$ cat config.mk
export PLATFORM = sky130hd
export DESIGN_NAME = fram_arbiter_flat
export DESIGN_NICKNAME = d
export VERILOG_FILES = /design/src/rtl/fram_arbiter_if.sv /design/src/rtl/fram_arbiter.sv /design/src/flat_wrapper.sv
export SDC_FILE = /design/constraint.sdc
export NUM_CORES = 1
export LEC_CHECK = 0
export CAP_MARGIN = 10
export CORE_ASPECT_RATIO = 1.1
export CORE_UTILIZATION = 41
export DETAILED_ROUTE_END_ITERATION = 7
export GPL_TIMING_DRIVEN = 0
export PLACE_DENSITY_LB_ADDON = 0.05
export SLEW_MARGIN = 20
export SYNTH_ARGS = -nofsm -noshare
export SYNTH_HDL_FRONTEND = slang
export SYNTH_SLANG_ARGS = --single-unit
export TNS_END_PERCENT = 50
$ cat constraint.sdc
create_clock -name clk -period 2.2 [get_ports clk]
set_input_delay 0.33 -clock clk [delete_from_list [all_inputs] [get_ports clk]]
set_output_delay 0.33 -clock clk [all_outputs]
set_load 0.1 [all_outputs]
$ cat src/rtl/fram_arbiter_if.sv
`default_nettype none
// ============================================================================
// Module      : fram_arbiter_if
// Description : Bus bundle between the frame-memory arbiter, its two
//               requesters (fe, de) and the frame-memory read port.
//               slave  - arbiter side (takes requests, drives grants/data).
//               master - requester / memory side.
// Signals     : fe_req, fe_address[15:0], fe_grant, fe_valid, fe_data[7:0]
//               de_req, de_address[19:0], de_grant, de_valid, de_data[7:0]
//               fram_address[20:0], fram_datain[7:0], busy
// Revision    : 1.0 - initial release
// ============================================================================
interface fram_arbiter_if;
  logic        fe_req;
  logic [15:0] fe_address;
  logic        fe_grant;
  logic        fe_valid;
  logic [7:0]  fe_data;

  logic        de_req;
  logic [19:0] de_address;
  logic        de_grant;
  logic        de_valid;
  logic [7:0]  de_data;

  logic [20:0] fram_address;
  logic [7:0]  fram_datain;
  logic        busy;

  modport slave (
    input  fe_req, fe_address, de_req, de_address, fram_datain,
    output fe_grant, fe_valid, fe_data, de_grant, de_valid, de_data,
           fram_address, busy
  );

  modport master (
    output fe_req, fe_address, de_req, de_address, fram_datain,
    input  fe_grant, fe_valid, fe_data, de_grant, de_valid, de_data,
           fram_address, busy
  );
endinterface
`default_nettype wire

$ cat src/rtl/fram_arbiter.sv
`default_nettype none
// ============================================================================
// Module      : fram_arbiter
// Description : Round-robin arbiter for the single 8-bit frame-memory read
//               port, shared by the feature-extraction core (fe) and the
//               decoder core (de). Bounded bursts, per-requester base
//               address, tagged valid pipeline for returning read data.
// Ports       : clk, reset (async, active high)
//               bus  (fram_arbiter_if.slave) - requests, grants, read data,
//                    registered fram_address, fram_datain, busy
//               FRAM_ARB_STATS_EN only: stats_clr in, fe_cnt/de_cnt/
//                    stall_cnt [15:0] out (saturating counters)
// Options     : `define FRAM_ARB_STATS_EN to add the statistics counters.
// Timing      : RD_LAT counts from the grant cycle G and includes the
//               fram_address register: the address is on the bus from G+1,
//               fram_datain is captured at the end of cycle G+RD_LAT-1 and
//               data/valid are visible in cycle G+RD_LAT.
// Revision    : 1.0 - initial release
// ============================================================================
module fram_arbiter #(
  parameter int          RD_LAT    = 2,
  parameter int          MAX_BURST = 8,
  parameter logic [20:0] FE_BASE   = 21'h100000,
  parameter logic [20:0] DE_BASE   = 21'h000000
) (
  input  logic        clk,
  input  logic        reset,
`ifdef FRAM_ARB_STATS_EN
  input  logic        stats_clr,
  output logic [15:0] fe_cnt,
  output logic [15:0] de_cnt,
  output logic [15:0] stall_cnt,
`endif
  fram_arbiter_if.slave bus
);

  typedef enum logic [1:0] {
    IDLE   = 2'd0,
    FE_OWN = 2'd1,
    DE_OWN = 2'd2
  } state_t;

  localparam logic [7:0] BURST_LIMIT = 8'(MAX_BURST);

  state_t            state_q, state_d;
  logic              rr_q, rr_d;          // 0: fe wins a tie, 1: de wins
  logic [7:0]        burst_q, burst_d;
  logic [20:0]       addr_q, addr_d;
  logic              fe_gnt, de_gnt;
  logic [RD_LAT-1:0] iss_q, own_q;        // own: 0 = fe, 1 = de
  logic [7:0]        fe_data_q, de_data_q;

  // Stage 0 of each chain is this cycle's grant; stage k is iss_q[k-1].
  // The top stage drives the valids, the one below it gates data capture.
  logic [RD_LAT:0]   iss_chain, own_chain;
  assign iss_chain = {iss_q, fe_gnt | de_gnt};
  assign own_chain = {own_q, de_gnt};

  always_comb begin
    state_d = state_q;
    rr_d    = rr_q;
    burst_d = burst_q;
    addr_d  = addr_q;
    fe_gnt  = 1'b0;
    de_gnt  = 1'b0;
    case (state_q)
      IDLE: begin
        if (bus.fe_req && (!bus.de_req || !rr_q)) begin
          state_d = FE_OWN;
        end else if (bus.de_req) begin
          state_d = DE_OWN;
        end
      end
      FE_OWN: begin
        // Release and forced handover share one path: no grant this cycle.
        if (!bus.fe_req || (burst_q == BURST_LIMIT && bus.de_req)) begin
          state_d = bus.de_req ? DE_OWN : IDLE;
          burst_d = 8'd0;
          rr_d    = 1'b1;
        end else begin
          fe_gnt = 1'b1;
          addr_d = FE_BASE + {5'd0, bus.fe_address};
          if (burst_q != BURST_LIMIT) burst_d = burst_q + 8'd1;
        end
      end
      DE_OWN: begin
        if (!bus.de_req || (burst_q == BURST_LIMIT && bus.fe_req)) begin
          state_d = bus.fe_req ? FE_OWN : IDLE;
          burst_d = 8'd0;
          rr_d    = 1'b0;
        end else begin
          de_gnt = 1'b1;
          addr_d = DE_BASE + {1'b0, bus.de_address};
          if (burst_q != BURST_LIMIT) burst_d = burst_q + 8'd1;
        end
      end
      default: state_d = IDLE;
    endcase
  end

  always_ff @(posedge clk or posedge reset) begin
    if (reset) begin
      state_q   <= IDLE;
      rr_q      <= 1'b0;
      burst_q   <= 8'd0;
      addr_q    <= 21'd0;
      iss_q     <= '0;
      own_q     <= '0;
      fe_data_q <= 8'd0;
      de_data_q <= 8'd0;
    end else begin
      state_q <= state_d;
      rr_q    <= rr_d;
      burst_q <= burst_d;
      addr_q  <= addr_d;
      iss_q   <= iss_chain[RD_LAT-1:0];
      own_q   <= own_chain[RD_LAT-1:0];
      if (iss_chain[RD_LAT-1]) begin
        if (own_chain[RD_LAT-1]) de_data_q <= bus.fram_datain;
        else                     fe_data_q <= bus.fram_datain;
      end
    end
  end

  assign bus.fe_grant     = fe_gnt;
  assign bus.de_grant     = de_gnt;
  assign bus.fram_address = addr_q;
  assign bus.fe_valid     = iss_chain[RD_LAT] & ~own_chain[RD_LAT];
  assign bus.de_valid     = iss_chain[RD_LAT] &  own_chain[RD_LAT];
  assign bus.fe_data      = fe_data_q;
  assign bus.de_data      = de_data_q;
  assign bus.busy         = (state_q != IDLE) | (|iss_chain[RD_LAT:1]);

`ifdef FRAM_ARB_STATS_EN
  logic [15:0] fe_cnt_q, de_cnt_q, stall_cnt_q;
  logic        stall;

  // A cycle stalls when any requester is asking and is not being granted.
  assign stall = (bus.fe_req & ~fe_gnt) | (bus.de_req & ~de_gnt);

  always_ff @(posedge clk or posedge reset) begin
    if (reset) begin
      fe_cnt_q    <= 16'd0;
      de_cnt_q    <= 16'd0;
      stall_cnt_q <= 16'd0;
    end else if (stats_clr) begin
      fe_cnt_q    <= 16'd0;
      de_cnt_q    <= 16'd0;
      stall_cnt_q <= 16'd0;
    end else begin
      if (fe_gnt && !(&fe_cnt_q))      fe_cnt_q    <= fe_cnt_q + 16'd1;
      if (de_gnt && !(&de_cnt_q))      de_cnt_q    <= de_cnt_q + 16'd1;
      if (stall  && !(&stall_cnt_q))   stall_cnt_q <= stall_cnt_q + 16'd1;
    end
  end

  assign fe_cnt    = fe_cnt_q;
  assign de_cnt    = de_cnt_q;
  assign stall_cnt = stall_cnt_q;
`endif

endmodule
`default_nettype wire

$ cat src/flat_wrapper.sv
// flat-port wrapper written by rule: the top's interface ports become plain ports
module fram_arbiter_flat 
#(
  parameter int          RD_LAT    = 2,
  parameter int          MAX_BURST = 8,
  parameter logic [20:0] FE_BASE   = 21'h100000,
  parameter logic [20:0] DE_BASE   = 21'h000000
)
  (clk, reset, bus_fe_req, bus_fe_address, bus_de_req, bus_de_address, bus_fram_datain, bus_fe_grant, bus_fe_valid, bus_fe_data, bus_de_grant, bus_de_valid, bus_de_data, bus_fram_address, bus_busy);
  fram_arbiter_if bus_i ();
  input  logic clk;
  input  logic reset;
  input wire logic [$bits(bus_i.fe_req)-1:0] bus_fe_req;
  input wire logic [$bits(bus_i.fe_address)-1:0] bus_fe_address;
  input wire logic [$bits(bus_i.de_req)-1:0] bus_de_req;
  input wire logic [$bits(bus_i.de_address)-1:0] bus_de_address;
  input wire logic [$bits(bus_i.fram_datain)-1:0] bus_fram_datain;
  output wire logic [$bits(bus_i.fe_grant)-1:0] bus_fe_grant;
  output wire logic [$bits(bus_i.fe_valid)-1:0] bus_fe_valid;
  output wire logic [$bits(bus_i.fe_data)-1:0] bus_fe_data;
  output wire logic [$bits(bus_i.de_grant)-1:0] bus_de_grant;
  output wire logic [$bits(bus_i.de_valid)-1:0] bus_de_valid;
  output wire logic [$bits(bus_i.de_data)-1:0] bus_de_data;
  output wire logic [$bits(bus_i.fram_address)-1:0] bus_fram_address;
  output wire logic [$bits(bus_i.busy)-1:0] bus_busy;
  assign bus_i.fe_req = bus_fe_req;
  assign bus_i.fe_address = bus_fe_address;
  assign bus_i.de_req = bus_de_req;
  assign bus_i.de_address = bus_de_address;
  assign bus_i.fram_datain = bus_fram_datain;
  assign bus_fe_grant = bus_i.fe_grant;
  assign bus_fe_valid = bus_i.fe_valid;
  assign bus_fe_data = bus_i.fe_data;
  assign bus_de_grant = bus_i.de_grant;
  assign bus_de_valid = bus_i.de_valid;
  assign bus_de_data = bus_i.de_data;
  assign bus_fram_address = bus_i.fram_address;
  assign bus_busy = bus_i.busy;
  fram_arbiter #(.RD_LAT(RD_LAT), .MAX_BURST(MAX_BURST), .FE_BASE(FE_BASE), .DE_BASE(DE_BASE)) u_core (.clk(clk), .reset(reset), .bus(bus_i));
endmodule
# Word level (Yosys, flattened, before mapping)
# Index checks and enable logic that the tools add are counted.
dict set report word_totals {
  ramBits 0
  mem_count 0
  elab_cells 64
  register_bits 52
  input_bits 48
  latchBits 0
  mem_bits_ro 0
  output_inout_bits 42
}
dict set report op_classes {
  magnitude_cmp 0
  multipliers 0
  reduce_logical 18
  addsub 2
  shifts 0
  eq_ne 9
  n_mux 21
  n_div 0
  bitwise_logic 6
}
# operator count
set ops {}
lappend ops {{21-bit two-way mux} 2}
lappend ops {{21-bit case mux with 2 select lines} 1}
lappend ops {{8-bit two-way mux} 3}
lappend ops {{21-bit by 16-bit adder with 21-bit output, first input constant} 1}
lappend ops {{8-bit case mux with 2 select lines} 1}
lappend ops {{2-bit two-way mux} 5}
lappend ops {{3-bit AND reduction} 3}
lappend ops {{8-bit by 1-bit adder with 8-bit output, second input constant} 1}
lappend ops {{8-bit by 4-bit == test with 1-bit output, second input constant} 1}
lappend ops {{8-bit by 4-bit != test with 1-bit output, second input constant} 1}
lappend ops {{1-bit two-way mux} 7}
lappend ops {{2-bit case mux with 3 select lines} 1}
lappend ops {{2-bit by 1-bit != test with 1-bit output, second input constant} 2}
lappend ops {{2-bit != test, second input constant} 2}
lappend ops {{2-bit AND reduction} 2}
lappend ops {{2-bit nonzero test} 2}
lappend ops {{1-bit logical AND} 3}
lappend ops {{1-bit logical NOT} 3}
lappend ops {{1-bit logical OR} 3}
lappend ops {{3-bit by 2-bit != test with 1-bit output, second input constant} 1}
lappend ops {{1-bit AND} 2}
lappend ops {{2-bit by 1-bit == test with 1-bit output, second input constant} 1}
lappend ops {{2-bit == test, second input constant} 1}
lappend ops {{2-bit logical NOT} 1}
lappend ops {{4 further kinds} 6}

# Depth between registers and ports, before layout
dict set report logic_depth {
  ltp_word 6
  ltp_mapped 8
}

# Worst setup path after synthesis
# No wires, ideal clock.
dict set report synth_timing {
  kind {register -> register}
  from {reg u_core.burst_q[0]}
  to {reg u_core.state_q[0]}
  synth_period_minus_slack_ns 2.473
  arrival_ns 2.331
  slack_ns -0.273
  path_buffers 1
  t_required_ns 2.059
  setup_time_ns 0.141
  path_stages_with_launch 9
  path_cell_list {dfrtp_1 inv_1 ha_1 or4b_4 buf_6 o21ai_4 inv_1 a211oi_1 o32ai_1}
}
dict set report synth_between {
  elab_chain_cells 5
  word_cells_on_any_way 8
  cone_classes {3 x eq/ne; 5 x reduce/logical}
}
# item line
set synth_lines {}
lappend synth_lines {{start, declared} fram_arbiter.sv:47} ;# logic [7:0] burst_q, burst_d;
lappend synth_lines {{start signal, assigned} fram_arbiter.sv:114} ;# burst_q <= burst_d;
lappend synth_lines {{8-bit by 4-bit == test with 1-bit output (*)} {fram_arbiter.sv:76, fram_arbiter.sv:87}}
lappend synth_lines {{1-bit logical AND, on equally long branches} {fram_arbiter.sv:87, fram_arbiter.sv:76}}
lappend synth_lines {{1-bit logical OR, on equally long branches} {fram_arbiter.sv:87, fram_arbiter.sv:76}}
lappend synth_lines {{2-bit by 1-bit != test with 1-bit output (no source line)} n/a}
lappend synth_lines {{3-bit AND reduction (no source line) (*)} n/a}
lappend synth_lines {{end signal, assigned} fram_arbiter.sv:112} ;# state_q <= state_d;
lappend synth_lines {{end, declared} fram_arbiter.sv:45} ;# state_t state_q, state_d;
# Mark *: on every way between the ends. The rest lies on a longest branch, timed or not.
# A chain may end at the register's enable or synchronous reset.

# Final worst setup path
dict set report layout_timing {
  from {reg u_core.burst_q[1]}
  to {out bus_de_grant}
}
dict set report layout_between {
  elab_chain_cells 5
}
# item line
set layout_lines {}
lappend layout_lines {{8-bit by 4-bit == test with 1-bit output} fram_arbiter.sv:87} ;# if (!bus.de_req || (burst_q == BURST_LIMIT && bus.fe_req)) begin
lappend layout_lines {{1-bit logical AND} fram_arbiter.sv:87}
lappend layout_lines {{1-bit logical OR} fram_arbiter.sv:87}
lappend layout_lines {{1-bit two-way mux} fram_arbiter.sv:87}
lappend layout_lines {{1-bit two-way mux} fram_arbiter.sv:66} ;# case (state_q)
lappend layout_lines {{end, declared} flat_wrapper.sv:21} ;# output wire logic [$bits(bus_i.de_grant)-1:0] bus_de_grant;
# Every way passes these cells.

==> summary.txt <==
Outcome
  • Outcome: complete, but fails checks
  • Failing checks: setup timing

Drt
  • 1st-iter DRT viols: 97
  • DRC viols: 0
  • Final ANT Viol Nets: 0
  • Post-DR wirelength/cell: ~15 µm
  • Via count: 2086
  • Vias/cell: 5.163
  • Pre-antenna DRT Iters: 4
  • Final wirelength: approximately 6000 µm

Timing
  • Max Clock Skew: ~0.0054 ns
  • Max Slew Vio Count: 0
  • RSZ-0062 raised after global routing: true
  • Endpoints failing setup: 1
  • F_max: 0.4461 GHz
  • Final period util: 101.9%
  • Measured slew at the worst slew-check pin: ~1 ns
  • Worst setup margin: -0.04144 ns
  • Final hold vios: 0
  • Period minus WS final: approximately 2.2 ns
  • Slew margin rel.: about a third

Setup path
  • Worst EP required: between 1.5 and 2 ns
  • CP Launch Type: flip-flop
  • Worst reg2reg path depth: 7
  • Slowest cell delay on critical path: roughly 0.54 ns
  • CP Cell Sequence: inv_1 > ha_2 > or4b_4 > o21ai_4 > inv_2 > buf_12
  • Critical Path Sink Type: output pin
  • Critical Path AT: between 1.5 and 2 ns
  • Worst Path Max Fanout: 7
  • Setup CP Type: reg -> out
  • Slowest library cell on the worst path: or4b_4

Global route
  • Vias in the first global route: approximately 2100
  • GR Util met3: under 10%
  • Routing usage on met2: 31.54%
  • Gr busiest metal: met2
  • Largest net degree at the start of global routing: 33
  • First-pass GRT wire length: 10080 µm
  • GR Overflow Total: 0
  • Met1 Resource Use GR: between 20% and 30%
  • GRT Total Usage: between 10% and 20%
  • Initial antenna violation count: 0

Yosys
  • Top cells by count, synth: dfrtp_1 (52), inv_1 (22), mux2_2 (18)
  • Post-synth ARST share: 100.0%
  • Synth Register Bits: 52
  • Largest area contributor in the netlist: dfrtp_1
  • Most used DFF post-synth: dfrtp_1
  • Synth Cell Area: ~2600 µm²
  • Post-synth top area share: 50.83%
  • Ranking of synthesized cells by area: dfrtp_1 (51%), mux2_2 (7.9%), inv_1 (3.2%), ha_1 (2.9%), a2bb2oi_1 (2.7%)
  • Count leader, synth: dfrtp_1
  • EDFF count, synth: 0
  • Net Count, Synth: between 200 and 300
  • Syn_area_per_cell: ~11 µm²
  • Synth warnings: 0
  • Yosys cell types: 52
  • Sequential area share after synthesis: 50.83%
  • Syn Inst Count: 226

Clock tree
  • CTS Hold Buffers Added: 0
  • Root buffer cell: clkbuf_8
  • Worst-case clock buffer depth: 2
  • Worst-skew pair later-pin latency: 0.30 ns
  • Clk slew on worst S/H paths: roughly 0.090 ns
  • Num CTS Buffers: 5
  • CTS tree: done
  • H-tree Lvls: 2
  • Clock tree sinks: between 50 and 60

Floorplanning
  • Initial core utilization: 43.55%
  • Die extent in x: about 77 µm
  • Die area: approximately 6600 µm²
  • Core Area: just under 6000 µm²
  • Site row count: 29
  • I/O pin count: 90
  • Chip Height: ~85 µm

Flow run
  • MaxCap Viol Count: 0

Layout
  • Design Area, Final: about 3800 µm²
  • Fill cells: 494
  • Proportion of layout cells with a drive suffix above 1: between 10% and 20%
  • Final Util: between 60% and 70%
  • Layout area overhead: 46.53%
  • Final nets: between 300 and 400
  • Ant diodes: 0

Placed design
  • Placed Area: 3575 µm²
  • Detail Placement HPWL: roughly 4500 µm
  • Routability cong.: just over 0.8
  • Post-placement worst setup slack: -0.9763 ns
  • IO buf count: 89

Worst hold path
  • Hold crit path type: reg -> reg
  • Worst hold path depth: 0
through the flow:
step           hold WS, ns  cells  setup TNS, ns
2_1_floorplan       0.3747    226        -0.5454
3_3_place_gp        0.3884    392         -25.43
3_5_place_dp        0.3907    393         -4.631
4_1_cts             0.4113    402        -0.2460
5_1_grt             0.4264    404        -0.1313
6_report            0.4101    404       -0.04144
state kept, by name, indices dropped and copies added (netlist names):
name,flops
u_core.iss_q,2
u_core.rr_q,1
u_core.state_q,2
u_core.bus.fe_data,8
u_core.burst_q,8
u_core.own_q,2
u_core.bus.de_data,8
u_core.bus.fram_address,21
cell type report:
cell class | instances | area [µm²] | area share (%)
Tap cell | 77 | 96.34 | 2.568
Timing Repair Buffer | 95 | 964.7 | 25.72
Inverter | 22 | 82.58 | 2.201
Clock inverter | 1 | 7.507 | 0.2001
Multi-Input combinational cell | 140 | 1127 | 30.05
Buffer | 10 | 85.08 | 2.268
Clock buffer | 7 | 86.33 | 2.302
Sequential cell | 52 | 1301 | 34.69
cell families (layout without fill, tap and decap cells):
logic type               Yosys count  after routing  share of synthesized area (%)
XOR/XNOR                           2              2                         0.6844
adder cells (fa/ha/maj)            6              6                          2.932
AND/OR/NAND/NOR                   52             52                          11.14
multiplexers                      18             18                          7.918
buffers and inverters             34            135                          6.842
flip-flops                        52             52                          50.83
AO/OA/AOI/OAI                     62             62                          19.65
routing by layer:
layer / vias to the layer above / wire length, µm
li1: 1023 / -
met1: 981 / 2620
met2: 69 / 2942
met3: 13 / 255
met4: 0 / 165
met5: - / 0
worst max-delay path, delay by kind of cell, from the launching register on:
family          cells  cell delay [ns]
simple gates        1             0.54
flops               1             0.41
buf+inv             3             0.32
compound gates      1             0.18
fa+ha+maj           1             0.17
what timing repair did:
| action | CTS | global route |
|---|---|---|
| pin swaps | 1 | 4 |
| buffers inserted | 2 | 3 |
| setup endpoints to repair | 21 | 26 |
| resized for setup | 22 | 12 |
| hold endpoints to repair | 0 | 0 |
cells in the final DEF, fill, tap and decap left out, types with 6 or more instances in the layout:
cell type | Yosys | layout
o21ai_0 | 6 | 6
o22ai_1 | 11 | 11
clkbuf_8 | 1 | 7
clkdlybuf4s50_1 | 0 | 83
nand2_1 | 8 | 8
mux2_2 | 18 | 18
inv_1 | 22 | 19
a221oi_1 | 7 | 6
a2bb2oi_1 | 8 | 8
nor2_1 | 14 | 14
buf_4 | 1 | 8
dfrtp_1 | 52 | 52
nor3_1 | 7 | 7
path summary, 6_finish.rpt:
path,from,to,slack (ns)
worst min register to register,u_core.own_q[0]$_DFF_PP0_,u_core.own_q[1]$_DFF_PP0_,0.41
worst min-delay path,u_core.own_q[0]$_DFF_PP0_,u_core.own_q[1]$_DFF_PP0_,0.41
worst max-delay path,u_core.burst_q[1]$_DFFE_PP0P_,bus_de_grant,-0.04
min in group asynchronous,reset,u_core.bus.fe_data[2]$_DFFE_PP0P_,0.46
max in group asynchronous,reset,u_core.burst_q[3]$_DFFE_PP0P_,1.20
worst max register to register,u_core.burst_q[1]$_DFFE_PP0P_,u_core.bus.fram_address[7]$_DFFE_PP0P_,0.03
Power is left out: the tool's default activity adds up to more than one toggle a clock period on the data nets, which glitch-free logic cannot reach.
